**config.mk**
```make
export PLATFORM = sky130hd
export DESIGN_NAME = mem_access_unit
export DESIGN_NICKNAME = d
export VERILOG_FILES = /design/src/rtl/mem_access_unit.sv
export SDC_FILE = /design/constraint.sdc
export NUM_CORES = 1
export LEC_CHECK = 0
export ABC_AREA = 1
export BUFFER_PORTS_ARGS = -buffer_cell sky130_fd_sc_hd__clkbuf_2
export CORE_MARGIN = 2
export CORE_UTILIZATION = 40
export CTS_CLUSTER_DIAMETER = 150
export DETAILED_ROUTE_END_ITERATION = 10
export SLEW_MARGIN = 40
export SYNTH_ARGS = -nofsm -noshare
export SYNTH_HDL_FRONTEND = slang
export SYNTH_SLANG_ARGS = --single-unit
```
**constraint.sdc**
```tcl
create_clock -name clk -period 3.6 [get_ports clk]
set_input_delay 0.18 -clock clk [delete_from_list [all_inputs] [get_ports clk]]
set_output_delay 0.18 -clock clk [all_outputs]
set_load 0.01 [all_outputs]
```
**src/rtl/mem_access_unit.sv**
```systemverilog
// Load/store unit: lane alignment, sign/zero extension and LWL/LWR/SWL/SWR merge.
// Define MISALIGN_SPLIT_EN to split lane-crossing accesses into two bus beats.
module mem_access_unit #(
  parameter int DATA_W = 32
) (
  input  logic                  clk,
  input  logic                  rst,
  input  logic                  req_valid,
  output logic                  req_ready,
  input  logic [3:0]            req_op,
  input  logic [31:0]           req_addr,
  input  logic [31:0]           req_rt,
  output logic                  rsp_valid,
  input  logic                  rsp_ready,
  output logic [31:0]           rsp_data,
  output logic                  rsp_err,
  output logic                  mem_req,
  output logic                  mem_we,
  input  logic                  mem_gnt,
  output logic [31:0]           mem_addr,
  output logic [DATA_W/8-1:0]   mem_strb,
  output logic [DATA_W-1:0]     mem_wdata,
  input  logic                  mem_rvalid,
  input  logic [DATA_W-1:0]     mem_rdata
);
  localparam int NB = DATA_W / 8;
  localparam int LB = $clog2(NB);
  localparam int WB = 2 * NB;
  localparam int WW = 2 * DATA_W;

`ifdef MISALIGN_SPLIT_EN
  localparam bit SPLIT_EN = 1'b1;
`else
  localparam bit SPLIT_EN = 1'b0;
`endif

  localparam logic [3:0] OP_LB  = 4'd0,  OP_LH  = 4'd1,  OP_LW  = 4'd2,  OP_LBU = 4'd3;
  localparam logic [3:0] OP_LHU = 4'd4,  OP_LWL = 4'd5,  OP_LWR = 4'd6;
  localparam logic [3:0] OP_SB  = 4'd8,  OP_SH  = 4'd9,  OP_SW  = 4'd10;
  localparam logic [3:0] OP_SWL = 4'd11, OP_SWR = 4'd12;

  typedef enum logic [2:0] {IDLE, ISSUE, WAIT, ISSUE2, WAIT2, RESP} state_e;

  state_e            state_q;
  logic [3:0]        op_q;
  logic [LB-1:0]     off_q;
  logic [31:0]       rt_q;
  logic              two_q;
  logic [NB-1:0]     hi_strb_q;
  logic [DATA_W-1:0] hi_wdata_q;
  logic [DATA_W-1:0] rdata1_q;
  logic              rsp_valid_q, rsp_err_q, mem_req_q, mem_we_q;
  logic [31:0]       rsp_data_q, mem_addr_q;
  logic [NB-1:0]     mem_strb_q;
  logic [DATA_W-1:0] mem_wdata_q;

  // Accept-time decode: strobes and data laid out over a two-beat lane window.
  logic [LB-1:0] acc_off, acc_wb;
  logic [1:0]    acc_k;
  logic [3:0]    acc_m4;
  logic [31:0]   acc_d4;
  logic          acc_legal, acc_unal, acc_cross, acc_err;
  logic [WB-1:0] acc_strb;
  logic [WW-1:0] acc_wdata;

  always_comb begin
    acc_off   = req_addr[LB-1:0];
    acc_wb    = acc_off & ~LB'(3);
    acc_k     = req_addr[1:0];
    acc_legal = 1'b1;
    acc_unal  = 1'b0;
    acc_m4    = 4'b0001;
    acc_d4    = req_rt;
    case (req_op)
      OP_LB, OP_LBU, OP_SB: acc_m4 = 4'b0001;
      OP_LH, OP_LHU, OP_SH: acc_m4 = 4'b0011;
      OP_LW, OP_SW:         acc_m4 = 4'b1111;
      OP_LWL, OP_LWR: begin
        acc_unal = 1'b1;
        acc_m4   = 4'b1111;
      end
      OP_SWL: begin
        acc_unal = 1'b1;
        acc_m4   = 4'b1111 >> ~acc_k;
        acc_d4   = req_rt >> {~acc_k, 3'b000};
      end
      OP_SWR: begin
        acc_unal = 1'b1;
        acc_m4   = 4'b1111 << acc_k;
        acc_d4   = req_rt << {acc_k, 3'b000};
      end
      default: acc_legal = 1'b0;
    endcase
    if (acc_unal) begin
      acc_strb  = WB'(acc_m4) << acc_wb;
      acc_wdata = WW'(acc_d4) << {acc_wb, 3'b000};
    end else begin
      acc_strb  = WB'(acc_m4) << acc_off;
      acc_wdata = WW'(acc_d4) << {acc_off, 3'b000};
    end
    acc_cross = acc_legal && !acc_unal && (|acc_strb[WB-1:NB]);
    acc_err   = !acc_legal || (acc_cross && !SPLIT_EN);
  end

  // Completion: second beat (if any) sits above the first in the lane window.
  logic [WW-1:0]  dwin;
  logic [LB-1:0]  wb_c;
  logic [1:0]     k_c;
  logic [31:0]    sh, word, lmask, result_d;

  always_comb begin
    dwin     = (state_q == WAIT2) ? {mem_rdata, rdata1_q} : WW'(mem_rdata);
    wb_c     = off_q & ~LB'(3);
    k_c      = off_q[1:0];
    sh       = 32'(dwin >> {off_q, 3'b000});
    word     = 32'(dwin >> {wb_c, 3'b000});
    lmask    = '0;
    result_d = '0;
    case (op_q)
      OP_LB:  result_d = {{24{sh[7]}}, sh[7:0]};
      OP_LBU: result_d = {24'h0, sh[7:0]};
      OP_LH:  result_d = {{16{sh[15]}}, sh[15:0]};
      OP_LHU: result_d = {16'h0, sh[15:0]};
      OP_LW:  result_d = sh;
      OP_LWL: begin
        lmask    = 32'hFFFF_FFFF << {~k_c, 3'b000};
        result_d = (word << {~k_c, 3'b000}) | (rt_q & ~lmask);
      end
      OP_LWR: begin
        lmask    = 32'hFFFF_FFFF >> {k_c, 3'b000};
        result_d = (word >> {k_c, 3'b000}) | (rt_q & ~lmask);
      end
      default: result_d = '0;
    endcase
  end

  always_ff @(posedge clk or negedge rst) begin
    if (!rst) begin
      state_q     <= IDLE;
      op_q        <= '0;
      off_q       <= '0;
      rt_q        <= '0;
      two_q       <= 1'b0;
      hi_strb_q   <= '0;
      hi_wdata_q  <= '0;
      rdata1_q    <= '0;
      rsp_valid_q <= 1'b0;
      rsp_err_q   <= 1'b0;
      rsp_data_q  <= '0;
      mem_req_q   <= 1'b0;
      mem_we_q    <= 1'b0;
      mem_addr_q  <= '0;
      mem_strb_q  <= '0;
      mem_wdata_q <= '0;
    end else begin
      case (state_q)
        IDLE: if (req_valid) begin
          op_q       <= req_op;
          off_q      <= acc_off;
          rt_q       <= req_rt;
          two_q      <= acc_cross && SPLIT_EN;
          hi_strb_q  <= req_op[3] ? acc_strb[WB-1:NB] : '1;
          hi_wdata_q <= acc_wdata[WW-1:DATA_W];
          if (acc_err) begin
            state_q     <= RESP;
            rsp_valid_q <= 1'b1;
            rsp_err_q   <= 1'b1;
            rsp_data_q  <= '0;
          end else begin
            state_q     <= ISSUE;
            mem_req_q   <= 1'b1;
            mem_we_q    <= req_op[3];
            mem_addr_q  <= {req_addr[31:LB], LB'(0)};
            mem_strb_q  <= req_op[3] ? acc_strb[NB-1:0] : '1;
            mem_wdata_q <= acc_wdata[DATA_W-1:0];
          end
        end
        ISSUE: if (mem_gnt) begin
          mem_req_q <= 1'b0;
          state_q   <= WAIT;
        end
        WAIT: if (mem_rvalid) begin
          if (two_q) begin
            rdata1_q    <= mem_rdata;
            state_q     <= ISSUE2;
            mem_req_q   <= 1'b1;
            mem_addr_q  <= mem_addr_q + 32'(NB);
            mem_strb_q  <= hi_strb_q;
            mem_wdata_q <= hi_wdata_q;
          end else begin
            state_q     <= RESP;
            rsp_valid_q <= 1'b1;
            rsp_err_q   <= 1'b0;
            rsp_data_q  <= result_d;
          end
        end
        ISSUE2: if (mem_gnt) begin
          mem_req_q <= 1'b0;
          state_q   <= WAIT2;
        end
        WAIT2: if (mem_rvalid) begin
          state_q     <= RESP;
          rsp_valid_q <= 1'b1;
          rsp_err_q   <= 1'b0;
          rsp_data_q  <= result_d;
        end
        RESP: if (rsp_ready) begin
          rsp_valid_q <= 1'b0;
          state_q     <= IDLE;
        end
        default: state_q <= IDLE;
      endcase
    end
  end

  assign req_ready = (state_q == IDLE);
  assign rsp_valid = rsp_valid_q;
  assign rsp_data  = rsp_data_q;
  assign rsp_err   = rsp_err_q;
  assign mem_req   = mem_req_q;
  assign mem_we    = mem_we_q;
  assign mem_addr  = mem_addr_q;
  assign mem_strb  = mem_strb_q;
  assign mem_wdata = mem_wdata_q;

endmodule

```
==> metrics.txt <==
# clock sinks=143; number of synthesized register bits=143; RePlAce Congestion=0.976; cell area after synthesis=10100 um2; global route total overflow=0; Slew HR=0.490; critical path arrival=2.93 ns; Max clock buf depth=2; Layout area overhead=20.5%; dpl hpwl=27000 um; fin crit share=0.719; Horiz. Die Dim=163 um; LEAKAGE=6.58 nW; Setup crit start kind=register; maximum vdd drop=0.376 mV; Post-CTS Repair Setup Buffers=0; CTS clk-pin slew, worst paths=0.07 ns; Hold WC Path Type=input port to register; DR vias=11513; Netlist cell types=32; first-pass GRT wire length=57800 um; Max-cap violations=0; FF+latch area=3580 um2; Top Ports=211; Core ar.=24900 um2; Pwr Total=9.25 mW; std cell rows=58; Place WS=1.08 ns; layout cell share with drive strength beyond 1=0.159; TNS Setup=0 ns; Final setup violation count=0; required time of the critical path=3.95 ns; area of the multi-input gates=5620 um2; gr usage total=0.281; Synth Instances=1628; initial antenna violation count=1; max incr delay on CP=0.61 ns; Final Hold Viols=0; Slew Limit Fails=0; ANT nets after route=0; Crit path top cell by count=nand2_1; Setup Crit Path Kind=register to register; Async SR Flop Fraction=1.00; outcome=completed; H-tree depth reported by CTS=4; Worst-Margin Slew=0.765 ns; Worst setup EP type=register; TritonCTS clock tree=done; # fillers=2649; total CTS buffers=17; clock latency on the worst-skew pair=0.43 ns; pwr/cell area=764 nW/um2; Top FF cell, synth=dfrtp_1; Slowest-stage cell, CP=buf_4; DR vias/cell=5.34; sequential fraction of the synthesis area=0.356; clk_skew=0.0162 ns; Avg Synthesized Cell Area=6.17 um2; wire per inst=17.3 um; vias in the first global route=10519; root buf cell=clkbuf_16; Syn. warnings=0; layout net count=1918; DIE HEIGHT=163 um; PortBufs=208; number of synthesized flops with an enable pin=0; min Tclk post-route=2.59 ns; Total Die Area=26400 um2; largest net degree at the start of global routing=87; crit-path cells=nand2_2 > buf_4 > nand3_1 > nand3_1 > nand3b_1 > nand2_1 > inv_1 > nand2_1 > nand2_1 > o21ai_1; starting DRC count in detailed routing=1243; Worst Path Max Fanout=79; setup slack after layout=1.01 ns; max frequency=386 MHz; drt pass-1 iters=8; Starting Density=0.404; Post-Route WL=37300 um; RSZ-0062 raised after global routing=false; # DRC=0
cell families (layout without fill, tap and decap cells):
family | Yosys count | after routing | share of synthesized area
AND/OR/NAND/NOR | 1074 | 1074 | 0.448
flip-flops | 143 | 143 | 0.356
buffers and inverters | 206 | 402 | 0.0864
other | 1 | 3 | 0.000373
AO/OA/AOI/OAI | 204 | 204 | 0.109
final timing paths:
kind	from	to	slack, ns	cells after the start
max	state_q[2]	rsp_data[25]	1.01	10
min	req_rt[25]	rt_q[25]	0.04	3
max reg2reg	state_q[2]	rsp_data[25]	1.01	10
min reg2reg	rt_q[5]	rt_q[5]	0.47	2
max in group asynchronous	rst	mem_addr[4]	2.43	3
min in group asynchronous	rst	rsp_data[17]	0.33	2
state kept, by name (all words and copies together) (netlist names):
signal / cells
op_q: 4
mem_wdata: 32
mem_addr: 30
mem_strb: 4
rsp_err: 1
state_q: 3
mem_req: 1
rsp_valid: 1
mem_we: 1
rt_q: 32
k_c: 2
rsp_data: 32
layer usage:
metal  up-vias  track usage  routed length [um]
li1       5608            -                   -
met1      5354        0.394               16600
met2       485        0.446               16800
met3        66       0.0527                3040
met4         0       0.0728                 845
met5         -            0                   0
worst max-delay path: cells and delay by family (launching register included):
kind | cells | cell delay, ns
simple gates | 7 | 1.06
compound gates | 1 | 0.14
buf+inv | 2 | 0.81
flops | 1 | 0.49
area by class of cell:
| class | instances | area share |
|---|---|---|
| Clock inverter | 15 | 0.0104 |
| Antenna cell | 1 | 0.000207 |
| Tap cell | 330 | 0.0341 |
| Multi-Input combinational cell | 1280 | 0.464 |
| Timing Repair Buffer | 261 | 0.127 |
| Inverter | 109 | 0.0340 |
| Clock buffer | 17 | 0.0351 |
| Sequential cell | 143 | 0.296 |
cells in the mapped netlist (6+ instances only):
cell	number	area, um2
o21ai_0	115	576
o211ai_1	24	180
o22ai_1	8	50.1
nand2_1	722	2710
inv_2	6	22.5
buf_1	24	90.1
inv_1	100	375
buf_2	18	90.1
clkbuf_1	41	154
nand3b_1	8	60.1
buf_4	7	52.6
o21ai_1	34	170
dfrtp_1	143	3580
nand4_1	9	56.3
nor2_1	69	259
nand3_1	244	1220
a21oi_1	21	105
buf_6	6	67.6
metrics by stage:
step | util | area [um2] | hold slack, ns | instances
2_1_floorplan | - | 10100 | -0.116 | 1629
6_report | 0.486 | 12100 | 0.0351 | 2156
5_1_grt | 0.486 | 12100 | 0.0437 | 2155
4_1_cts | 0.486 | 12100 | 0.0183 | 2155
3_5_place_dp | 0.451 | 11200 | 0.236 | 2092
3_3_place_gp | 0.451 | 11200 | 0.236 | 2092
timing repair:
action | 4_1_cts | 5_1_grt
hold endpoints to repair | 98 | 0
endpoints found under the setup margin | 0 | 0
hold buffers | 31 | 0
gates resized for setup | 0 | 0
power breakdown:
group          internal, mW  switching (mW)
clock                 0.904           0.805
combinational          1.49            3.20
sequential             2.33           0.518
total                  4.72            4.53
cells in the final DEF (no fill, tap or decap):
cell / n
o22ai_1: 8
nand3_1: 244
nor3_1: 2
buf_6: 1
nand4_1: 9
or2_2: 4
a211oi_1: 1
clkinv_2: 1
clkinvlp_4: 5
nand3_2: 4
dlygate4sd3_1: 31
dfrtp_1: 143
clkbuf_2: 207
nand2_1: 721
nor2_1: 67
inv_6: 6
conb_1: 2
inv_8: 2
nor2_2: 4
nand2_2: 4
nor2_8: 2
clkinv_1: 3
buf_4: 21
clkbuf_16: 17
o21ai_1: 34
inv_2: 6
and2_1: 1
nand3b_1: 8
buf_12: 1
o21ai_0: 115
o211ai_1: 24
nor2_4: 3
inv_1: 99
nand2_4: 1
diode_2: 1
clkinv_4: 1
a21oi_1: 21
inv_4: 1
o21bai_1: 1
No activity file was read; power rests on OpenSTA's default activity.
